===== config.mk =====
export PLATFORM = sky130hd
export DESIGN_NAME = winner_judge
export DESIGN_NICKNAME = d
export VERILOG_FILES = /design/src/rtl/winner_judge_pkg.sv /design/src/rtl/winner_judge_frame_downcounter.sv /design/src/rtl/winner_judge.sv
export SDC_FILE = /design/constraint.sdc
export NUM_CORES = 1
export LEC_CHECK = 0
export BUFFER_PORTS_ARGS = -buffer_cell sky130_fd_sc_hd__buf_2
export CAP_MARGIN = 20
export CORE_MARGIN = 4
export CORE_UTILIZATION = 53
export DETAILED_ROUTE_END_ITERATION = 16
export HOLD_SLACK_MARGIN = 0.15
export PLACE_DENSITY_LB_ADDON = 0.12
export SYNTH_ARGS = -nofsm -noshare
export SYNTH_HDL_FRONTEND = slang
export SYNTH_SLANG_ARGS = --single-unit

===== constraint.sdc =====
create_clock -name clk -period 1.7 [get_ports clk]
set_clock_uncertainty 0.1 [all_clocks]
set_input_delay 0.255 -clock clk [delete_from_list [all_inputs] [get_ports clk]]
set_output_delay 0.255 -clock clk [all_outputs]
set_load 0.01 [all_outputs]

===== src/rtl/winner_judge_pkg.sv =====
// ----------------------------------------------------------------------------
// winner_judge_pkg : shared game state encoding and winner result codes
// Rev 1.0
// ----------------------------------------------------------------------------
`default_nettype none

package winner_judge_pkg;

  typedef enum logic [1:0] {
    ST_START    = 2'b00,
    ST_GAME     = 2'b01,
    ST_GAMEOVER = 2'b10
  } game_state_e;

  localparam logic [1:0] WIN_NONE   = 2'b00;
  localparam logic [1:0] WIN_LOCAL  = 2'b01;
  localparam logic [1:0] WIN_REMOTE = 2'b10;
  localparam logic [1:0] WIN_DRAW   = 2'b11;

endpackage

`default_nettype wire


===== src/rtl/winner_judge_frame_downcounter.sv =====
// ----------------------------------------------------------------------------
// frame_downcounter : loadable frame counter, expire flags the tick at count 1
// Rev 1.0
// ----------------------------------------------------------------------------
`default_nettype none

module frame_downcounter #(
  parameter int CNT_W = 8
) (
  input  logic             clk,
  input  logic             rst,
  input  logic             clr,
  input  logic             load,
  input  logic [CNT_W-1:0] load_val,
  input  logic             tick,
  input  logic             en,
  output logic             expire
);

  logic [CNT_W-1:0] count;

  assign expire = en && tick && (count == CNT_W'(1));

  always_ff @(posedge clk) begin
    if (rst || clr) begin
      count <= '0;
    end else if (load) begin
      count <= load_val;
    end else if (en && tick && (count != '0)) begin
      count <= count - CNT_W'(1);
    end
  end

endmodule

`default_nettype wire


===== src/rtl/winner_judge.sv =====
// ----------------------------------------------------------------------------
// winner_judge : turns per-player hit flags into a one-shot winner report
// Rev 1.0
// ----------------------------------------------------------------------------
`default_nettype none

module winner_judge
  import winner_judge_pkg::*;
#(
  parameter int SPAWN_FRAMES = 60,
  parameter int GRACE_FRAMES = 3,
  parameter int CNT_W        = 8
) (
  input  logic       clk,
  input  logic       rst,
  input  logic       game_rst,
  input  logic [1:0] state,
  input  logic       frame_tick,
  input  logic       local_hit,
  input  logic       remote_hit,
  output logic       winner_valid,
  output logic [1:0] winner_code
);

  typedef enum logic [2:0] {
    J_IDLE   = 3'd0,
    J_SPAWN  = 3'd1,
    J_ARMED  = 3'd2,
    J_GRACE  = 3'd3,
    J_REPORT = 3'd4,
    J_DONE   = 3'd5
  } judge_e;

  judge_e     fsm;
  logic       local_dead;
  logic       remote_dead;
  logic       in_game;
  logic       eff_local;
  logic       eff_remote;
  logic       both_dead;
  logic       one_dead;
  logic [1:0] survivor_code;
  logic       spawn_expire;
  logic       grace_expire;
  logic       grace_load;

  assign in_game       = (state == ST_GAME);
  assign eff_local     = local_dead | local_hit;
  assign eff_remote    = remote_dead | remote_hit;
  assign both_dead     = eff_local & eff_remote;
  assign one_dead      = eff_local ^ eff_remote;
  assign survivor_code = eff_local ? WIN_REMOTE : WIN_LOCAL;
  assign grace_load    = (fsm == J_ARMED) && frame_tick && in_game && one_dead && !game_rst;

  frame_downcounter #(.CNT_W(CNT_W)) u_spawn_cnt (
    .clk      (clk),
    .rst      (rst),
    .clr      (1'b0),
    .load     (game_rst),
    .load_val (CNT_W'(SPAWN_FRAMES)),
    .tick     (frame_tick),
    .en       (fsm == J_SPAWN),
    .expire   (spawn_expire)
  );

  frame_downcounter #(.CNT_W(CNT_W)) u_grace_cnt (
    .clk      (clk),
    .rst      (rst),
    .clr      (game_rst),
    .load     (grace_load),
    .load_val (CNT_W'(GRACE_FRAMES)),
    .tick     (frame_tick),
    .en       (fsm == J_GRACE),
    .expire   (grace_expire)
  );

  always_ff @(posedge clk) begin
    if (rst) begin
      fsm          <= J_IDLE;
      local_dead   <= 1'b0;
      remote_dead  <= 1'b0;
      winner_valid <= 1'b0;
      winner_code  <= WIN_NONE;
    end else if (game_rst) begin
      fsm          <= (SPAWN_FRAMES == 0) ? J_ARMED : J_SPAWN;
      local_dead   <= 1'b0;
      remote_dead  <= 1'b0;
      winner_valid <= 1'b0;
      winner_code  <= WIN_NONE;
    end else begin
      winner_valid <= 1'b0;
      // Leaving GAME mid-round abandons judging without a result.
      if (!in_game && (fsm == J_SPAWN || fsm == J_ARMED || fsm == J_GRACE)) begin
        fsm <= J_IDLE;
      end else begin
        case (fsm)
          J_SPAWN: begin
            if (spawn_expire) fsm <= J_ARMED;
          end
          J_ARMED: begin
            local_dead  <= eff_local;
            remote_dead <= eff_remote;
            if (frame_tick) begin
              if (both_dead) begin
                fsm          <= J_REPORT;
                winner_valid <= 1'b1;
                winner_code  <= WIN_DRAW;
              end else if (one_dead) begin
                if (GRACE_FRAMES == 0) begin
                  fsm          <= J_REPORT;
                  winner_valid <= 1'b1;
                  winner_code  <= survivor_code;
                end else begin
                  fsm <= J_GRACE;
                end
              end
            end
          end
          J_GRACE: begin
            local_dead  <= eff_local;
            remote_dead <= eff_remote;
            if (frame_tick) begin
              if (both_dead) begin
                fsm          <= J_REPORT;
                winner_valid <= 1'b1;
                winner_code  <= WIN_DRAW;
              end else if (grace_expire) begin
                fsm          <= J_REPORT;
                winner_valid <= 1'b1;
                winner_code  <= survivor_code;
              end
            end
          end
          J_REPORT: fsm <= J_DONE;
          default:  fsm <= fsm;
        endcase
      end
    end
  end

endmodule

`default_nettype wire


-- After elaboration in Yosys (flattened, before gate mapping)
Cells that the tools add are included.
- $add $sub $neg: 2
- $mul: 0
- divide/modulo/power cells: 0
- $lt $le $gt $ge: 0
- equality and inequality tests: 18
- shifts and indexed selects: 0
- mux-type cells: 27
- bitwise operators: 5
- reduce and logical (&&, ||, !) cells: 31
- operators by type and width (operator ; number):
    $mux 3 ; 7
    $reduce_and 6->1 ; 3
    $eq 8x1->1 const B ; 2
    $mux 2 ; 8
    $reduce_bool 8->1 ; 2
    $sub 8x1->8 const B ; 2
    $mux 6 ; 2
    $pmux 3 s4 ; 1
    $logic_and 1x1->1 ; 11
    $ne 2x2->1 const B ; 4
    $ne 4x4->1 const B ; 2
    $mux 1 ; 7
    $eq 3x2->1 const B ; 2
    $ne 3x3->1 const B ; 2
    $reduce_bool 2->1 ; 3
    $reduce_bool 6->1 ; 1
    $reduce_or 2->1 ; 3
    $ne 5x4->1 const B ; 1
    $ne 5x5->1 const B ; 1
    $ne 4x3->1 const B ; 1
    $pmux 2 s2 ; 1
    $reduce_bool 4->1 ; 1
    $eq 3x1->1 const B ; 1
    $eq 3x3->1 const B ; 1
    other kinds (10) ; 14
- register bits after elaboration: 24
- latch bits: 0
- RAM bits: 0
- bits in read-only memories: 0
- input port bits: 8
- output and inout port bits: 3
- memories: 0

-- Depth between registers and ports, before layout
Gate-level depths: netlist (run 1).
- depth after elaboration: 9
- mapped depth: 8
- depth with buffers taken out: 8

-- Cells and area by module
From an unflattened synthesis (run 1), not the netlist that was laid out.
- cells, all modules: 190
- area, all modules: 1626.6 um^2
- modules (own cells, without submodules) (module ; times used ; cells each ; area each (um^2) ; sequential area each (um^2)):
    frame_downcounter ; 2 ; 60 ; 526.8 ; 160.2
    winner_judge ; 1 ; 70 ; 573.0 ; 160.2

-- Least setup slack after synthesis (run 1)
OpenSTA, ideal clock, no wires.
- path type: flip-flop to flip-flop
- start point: register local_dead
- end point: register fsm[0]
- data arrival time: 1.499 ns
- data required time: 1.477 ns
- setup slack: -0.023 ns
- stages on the path, launching flop included: 9
- period minus slack after synthesis: 1.723 ns
- cells stage by stage: dfxtp_1 nor2_1 inv_1 ha_1 or3_1 a21oi_1 nand2_1 a21boi_0 o22ai_1
- word-level cells in the longest chain between the ends: 7
- elaborated cells between the ends (all ways): 13
- those cells by class: eq/ne (2); mux (7); bitwise (3); reduce/logical (1)
- ends and longest elaborated chain (element ; line ; text):
    start: declaration ; winner_judge.sv:35 ; logic local_dead;
    start signal: assignment ; winner_judge.sv:101 ; local_dead <= eff_local;
    start signal: assignment ; winner_judge.sv:120 ; local_dead <= eff_local;
    $or 1x1->1 * ; winner_judge.sv:48 ; assign eff_local = local_dead | local_hit;
    net eff_local ; winner_judge.sv:38 ; logic eff_local;
    $and 1x1->1 ; winner_judge.sv:50 ; assign both_dead = eff_local & eff_remote;
    $mux 3 (on tied branches) ; winner_judge.sv:123, winner_judge.sv:104 ;
    $mux 3 (on tied branches) ; winner_judge.sv:122, winner_judge.sv:103 ;
    $pmux 3 s4 ; winner_judge.sv:96 ; case (fsm)
    $mux 1 ; winner_judge.sv:93 ; if (!in_game && (fsm == J_SPAWN || fsm == J_ARMED || fsm == J_GRACE)) begin
    $mux 1 ; winner_judge.sv:84 ; end else if (game_rst) begin
    end signal: assignment ; winner_judge.sv:85 ; fsm <= (SPAWN_FRAMES == 0) ? J_ARMED : J_SPAWN;
    end signal: assignment ; winner_judge.sv:135 ; default: fsm <= fsm;
    end: declaration ; winner_judge.sv:34 ; judge_e fsm;
Mark *: on every way through the listed nets, which the timed path passes. The rest lies on a longest branch. The select of a mux whose other input is x is not followed.
A chain may end at the register's enable or synchronous reset.

-- Worst setup path after layout (run 1)
- start point: register u_grace_cnt.count[6]
- end point: register u_grace_cnt.count[7]
- word-level cells in the longest chain between the ends: 2
- elaborated cells between the ends (all ways): 3
- those cells by class: add/sub (1); reduce/logical (2)
- ends and longest elaborated chain (element ; line ; text):
    start: declaration ; winner_judge_frame_downcounter.sv:20 ; logic [CNT_W-1:0] count;
    start signal: assignment ; winner_judge_frame_downcounter.sv:28 ; count <= load_val;
    start signal: assignment ; winner_judge_frame_downcounter.sv:30 ; count <= count - CNT_W'(1);
    branches (longest 2 deep; another with $sub 8x1->8) ; - ;
Parallel ways; which one is timed is not known.

==> impl_metrics.json, run 1 <==
{
  "final_area_mm2": 0.001854,
  "post-route-drc-count": 0,
  "finalHoldViolCount": 0,
  "cts_tree": "built",
  "synth_commonest_cells": "25 x nor2_1, 24 x dfxtp_1, 14 x a21oi_1, 13 x inv_1, 12 x nand2_1",
  "yosys_warnings": 0,
  "cp_data_arrival_time_ps": 1810,
  "synth_fp_nets": 183,
  "synthCells": 168,
  "die_h_um": 59.26,
  "synthAdderAreaFrac": 0.06289,
  "tightest_slew_ps": 411.7,
  "setup_viol_count_final": 0,
  "ant_nets": 0,
  "rows": 18,
  "clock_path_buffers": 2,
  "fmax_mhz": 588.5,
  "track_usage": 0.1912,
  "synth_top_flop_cell": "dfxtp_1",
  "wl_mm": 3.470,
  "status": "finished, final reports clean",
  "rsz0062_at_grt": "yes",
  "n_antenna_cell": 0,
  "die-area_mm2": 0.003512,
  "cts.sinks": 24,
  "maxCapViolations": 0,
  "cts_max_level": 1,
  "async_flop_share": 0,
  "routed_via_density": 5.823,
  "yosysSeqAreaShare": 0.3450,
  "first_pass_iters": 4,
  "slew_headroom": 0.7235,
  "synth_mux_area_frac": 0,
  "syn_avg_cell_area_um2": 8.289,
  "synth_top_area_frac": 0.3450,
  "crit_path_max_fanout": 3,
  "wire_per_inst_um": 14.64,
  "cts.clk_slew.worst_paths_ps": 130,
  "cp.required_ps": 1810,
  "synth-simple-area-share": 0.2956,
  "p_per_area_mw_per_mm2": 541.2,
  "synth_top_area_cell": "dfxtp_1",
  "timing.hold.ws_ps": 179.3,
  "critPathLaunchType": "flip-flop",
  "vias": 1380,
  "synth_edf_count": 0,
  "root_buffer": "clkbuf_4",
  "die_x_um": 59.26,
  "finalNetCount": 224,
  "worstSetupPathType": "flip-flop to flip-flop",
  "syn_to_final_growth_pct": 33.15,
  "maxSlewViolCount": 0,
  "synth_top_family_by_area": "simple AND/OR/NAND/NOR gates",
  "first_iter_violations": 68,
  "ys_ff_latch": 24,
  "drive_gt1_frac": 0.3961,
  "grt_pass1_vias": 1250,
  "synth-compound-area-share": 0.1653,
  "gp_congestion": 0.8121,
  "grt_pass1_wl_mm": 5.223,
  "end_kind": "flip-flop",
  "hpwl_mm": 2.328,
  "placed_area_mm2": 0.001627,
  "start_util": 0.5571,
  "vdd_drop_max_mv": 0.4528,
  "yosys-top-cells-area": "dfxtp_1 35%, nor2_1 6.7%, ha_1 6.3%, a21oi_1 5.0%, xnor2_1 4.4%",
  "cts_buffers": 3,
  "core_area_mm2": 0.002500,
  "postLayoutCoreUtil": 0.7417,
  "syn_area_mm2": 0.001393,
  "clock_latency_ps": 310,
  "grt_start_max_net_pins": 13,
  "portBuffers": 10,
  "ios": 11,
  "period_share": 0.9995,
  "hp-class": "input port to flip-flop",
  "static-leakage-power_nw": 0.7587,
  "post-route-min-period_ps": 1699,
  "overflow": 0,
  "synth_xor_area_frac": 0.07547,
  "synth_cell_type_count": 44,
  "antenna_found_initial": 0,
  "yosysMostFrequentCell": "nor2_1"
}
metal layers:
layer  share of wire  up-vias  GRT usage
met5               0        -          0
met4           0.027        0    0.08091
met3           0.031       12    0.02397
met2            0.47       33     0.3151
met1            0.47      664     0.2497
li1                -      671          -
worst max-delay path, cell delays in order, from the launching register on:
cell and delay, ps:
dfxtp_4 380, or4_4 560, o2111ai_4 270, nor4_2 80, xnor2_1 150, nor2_1 60
area by class of cell:
type / instances / area, µm²
inverter: 13 / 48.80
fill: 203 / 645.6
multi-input combinational: 126 / 957.2
tap: 30 / 37.54
clock buffer: 3 / 22.52
timing repair buffer: 41 / 290.3
sequential: 24 / 498.0
stage by stage:
stage	worst slack, ps	total power, mW	TNS (ps)	cells
CTS	-26.24	0.9923	-26.24	233
finish	0.8815	1.003	0	237
detailed placement	-165.2	0.7302	-335.4	226
global route	-106.1	1.054	-305.4	237
floorplan	17.07	0.6771	0	168
global placement	-63.64	0.7268	-105.2	226
sequential cells by signal, summed over array words and instances (netlist names):
| name | flops |
|---|---|
| winner_code | 2 |
| remote_dead | 1 |
| u_grace_cnt.count | 8 |
| local_dead | 1 |
| fsm | 3 |
| u_spawn_cnt.count | 8 |
| winner_valid | 1 |
placed cells by master (no fill, tap or decap), types with 2 or more instances in the layout:
cell	count
ha_1	5
buf_4	28
dfxtp_1	12
or2_2	2
nand2b_1	2
nor2_1	22
a21oi_1	11
clkbuf_4	3
o221a_2	2
nor2b_1	3
nor2_4	2
xor2_1	5
a211oi_1	3
dfxtp_2	11
nor3b_1	2
dlygate4sd3_1	3
nand2_1	12
and4b_1	2
inv_1	10
nor3_1	3
a31oi_1	4
a21oi_2	3
buf_2	10
nor4_2	2
nand4_1	3
nand4b_1	2
or3_1	2
xnor2_1	7
inv_2	3
cell families (layout without fill, tap and decap cells):
family                     count (synthesis)  count (layout)
and+or+nand+nor                           73              73
AOI/OAI and AO/OA                         34              34
DFF                                       24              24
buffers and inverters                     18              57
xor gates and xnor gates                  12              12
adders and majority gates                  7               7
where the power goes:
part | internal [mW] | switching [mW]
sequential | 0.573 | 0.0142
combinational | 0.0803 | 0.0825
clock | 0.0829 | 0.171
what timing repair did:
action                     4_1_cts  5_1_grt
setup endpoints to repair        6       18
hold buffers                     3        0
cloned                           0        0
hold endpoints to repair         6        0
pin swaps                        6        9
buffers inserted                 1        5
gates resized for setup         12       30
final timing paths:
kind | start | endpoint | slack (ps) | depth (start not counted)
setup / recovery | u_grace_cnt.count[6] | u_grace_cnt.count[7] | 0.9 | 5
hold / removal | game_rst | u_spawn_cnt.count[2] | 180 | 3
setup reg to reg | u_grace_cnt.count[6] | u_grace_cnt.count[7] | 0.9 | 5
hold reg to reg | remote_dead | remote_dead | 410 | 2
No activity file was read; power rests on OpenSTA's default activity.
==> run 2, diff against run 1 <==
- CORE_UTILIZATION: 53 -> 55
- CTS_BUF_LIST: unset -> sky130_fd_sc_hd__clkbuf_4 sky130_fd_sc_hd__clkbuf_8
==> run 2 against run 1 <==
Effect of this change:
- the run now ends with negative setup slack left
- sequential share of layout area down 0.45 points
- final cell count down 0.42%
- highest routed layer unchanged
- critical endpoint is now fsm[1]
- cell area up 0.94%
- register-to-register slack worse by 40 ps
- non-clock buffer count unchanged
- die area down 3.1%
- sequential power about the same
==> impl_metrics.json, run 2 (same netlist as run 1, synthesis figures left out) <==
{
  "grtUsageMet2": 0.3939,
  "cts_tree": "built",
  "cts_buffers": 3,
  "vdd_drop_max_mv": 0.5480,
  "cp_data_arrival_time_ps": 1910,
  "placed_area_mm2": 0.001639,
  "rsz0062_at_grt": "yes",
  "static-leakage-power_nw": 0.7626,
  "cts.clk_slew.worst_paths_ps": 140,
  "pre_cts_slack_ps": -163.8,
  "postLayoutCoreUtil": 0.8073,
  "fin_ws_ps": -42.76,
  "n_antenna_cell": 0,
  "grt.met1_usage": 0.2432,
  "gp_congestion": 0.9023,
  "overflow": 0,
  "hp-class": "input port to flip-flop",
  "wl_mm": 3.809,
  "holdPathEnd": "u_spawn_cnt.count[2]",
  "die_h_um": 58.32,
  "track_usage": 0.2194,
  "rrSetupSlack_ps": -40,
  "cts_max_level": 1,
  "placed_cells": 226,
  "crit_slowest_cell": "dfxtp_2",
  "die_x_um": 58.32,
  "rows": 17,
  "finalNetCount": 224,
  "grt_start_max_net_pins": 14,
  "fmax_mhz": 573.8,
  "min-delay-start": "game_rst",
  "maxSlewViolCount": 0,
  "setup_viol_count_final": 4,
  "reg.largest.list": "u_grace_cnt.count x8, u_spawn_cnt.count x8, fsm x3",
  "period_share": 1.025,
  "clock_path_buffers": 2,
  "antenna_found_initial": 0,
  "post-route-drc-count": 0,
  "violations": "negative setup slack",
  "final_area_mm2": 0.001872,
  "drive_gt1_frac": 0.3990,
  "start_util": 0.6006,
  "hpwl_mm": 2.528,
  "post-route-min-period_ps": 1743,
  "tightest_slew_ps": 390.1,
  "worstReg2RegEnd": "fsm[1]",
  "wire_per_inst_um": 16.14,
  "core_area_mm2": 0.002318,
  "ant_nets": 0,
  "grt_pass1_vias": 1410,
  "critPathMaxStageDelay_ps": 350,
  "ios": 11,
  "end_kind": "flip-flop",
  "vias": 1403,
  "critPathLaunchType": "flip-flop",
  "layout_common_cells": "27 x buf_4, 21 x nor2_1, 13 x dfxtp_1",
  "syn_to_final_growth_pct": 34.41,
  "first_pass_iters": 6,
  "final_common_cell": "buf_4",
  "finalHoldViolCount": 0,
  "min_path_cells": 3,
  "worstSetupPathType": "flip-flop to flip-flop",
  "rr_startpoint": "local_dead",
  "r2r_cells": 8,
  "busiest_layer": "met2",
  "portBuffers": 10,
  "maxCapViolations": 0,
  "setup_tns_ps": -118.3,
  "crit_path_max_fanout": 5,
  "grt_pass1_wl_mm": 5.830,
  "first_iter_violations": 104,
  "routed_via_density": 5.945,
  "timing.hold.ws_ps": 174.2,
  "clock_latency_ps": 330,
  "die-area_mm2": 0.003401,
  "p_per_area_mw_per_mm2": 572.8,
  "slew_headroom": 0.7388,
  "status": "complete, but fails checks",
  "root_buffer": "clkbuf_4",
  "finalPower_mw": 1.072,
  "cp.required_ps": 1870,
  "path_cells": "nor2_4, inv_1, ha_2, buf_4, or2_2, a21oi_2, o21ai_1, a21oi_1",
  "final_cells": 236,
  "cts.sinks": 24,
  "use_met3": 0.03509
}
run 2: worst max-delay path, delay by kind of cell (launching register included):
| kind | cells | cell delay [ps] |
|---|---|---|
| buffers and inverters | 2 | 220 |
| flip-flops | 1 | 350 |
| adder cells (fa/ha/maj) | 1 | 190 |
| AO/OA/AOI/OAI | 3 | 400 |
| AND/OR/NAND/NOR | 2 | 430 |
run 2: area by class of cell:
class	count	area [µm²]
Timing Repair Buffer	41	294.0
Tap cell	28	35.03
Multi-Input combinational cell	126	963.4
Fill cell	149	446.7
Inverter	13	48.80
Clock buffer	4	36.28
Sequential cell	24	494.2
run 2: worst max-delay path by stage:
stage	startpoint	to	depth (start not counted)
after floorplan	local_dead	fsm[0]	8
after global placement	remote_hit	fsm[0]	9
after detailed placement	remote_hit	fsm[0]	8
after CTS	local_dead	fsm[1]	8
after global routing	fsm[0]	u_grace_cnt.count[7]	5
final	local_dead	fsm[1]	8
run 2: where the power goes:
group          leakage, nW  switching, mW  internal (mW)
Combinational        0.542         0.0897         0.0847
Clock               0.0210          0.180          0.131
Sequential           0.199         0.0123          0.574
run 2: layer usage:
metal | share of wire | vias up
met5 | 0 | -
li1 | - | 670
met2 | 0.50 | 58
met1 | 0.40 | 665
met3 | 0.068 | 10
met4 | 0.026 | 0
run 2: repair_timing:
action	in CTS	in global routing
hold buffers	3	0
buffers inserted	0	3
setup endpoints to repair	8	18
endpoints found under the hold margin	6	0
resized for setup	13	29
pin swaps	1	11
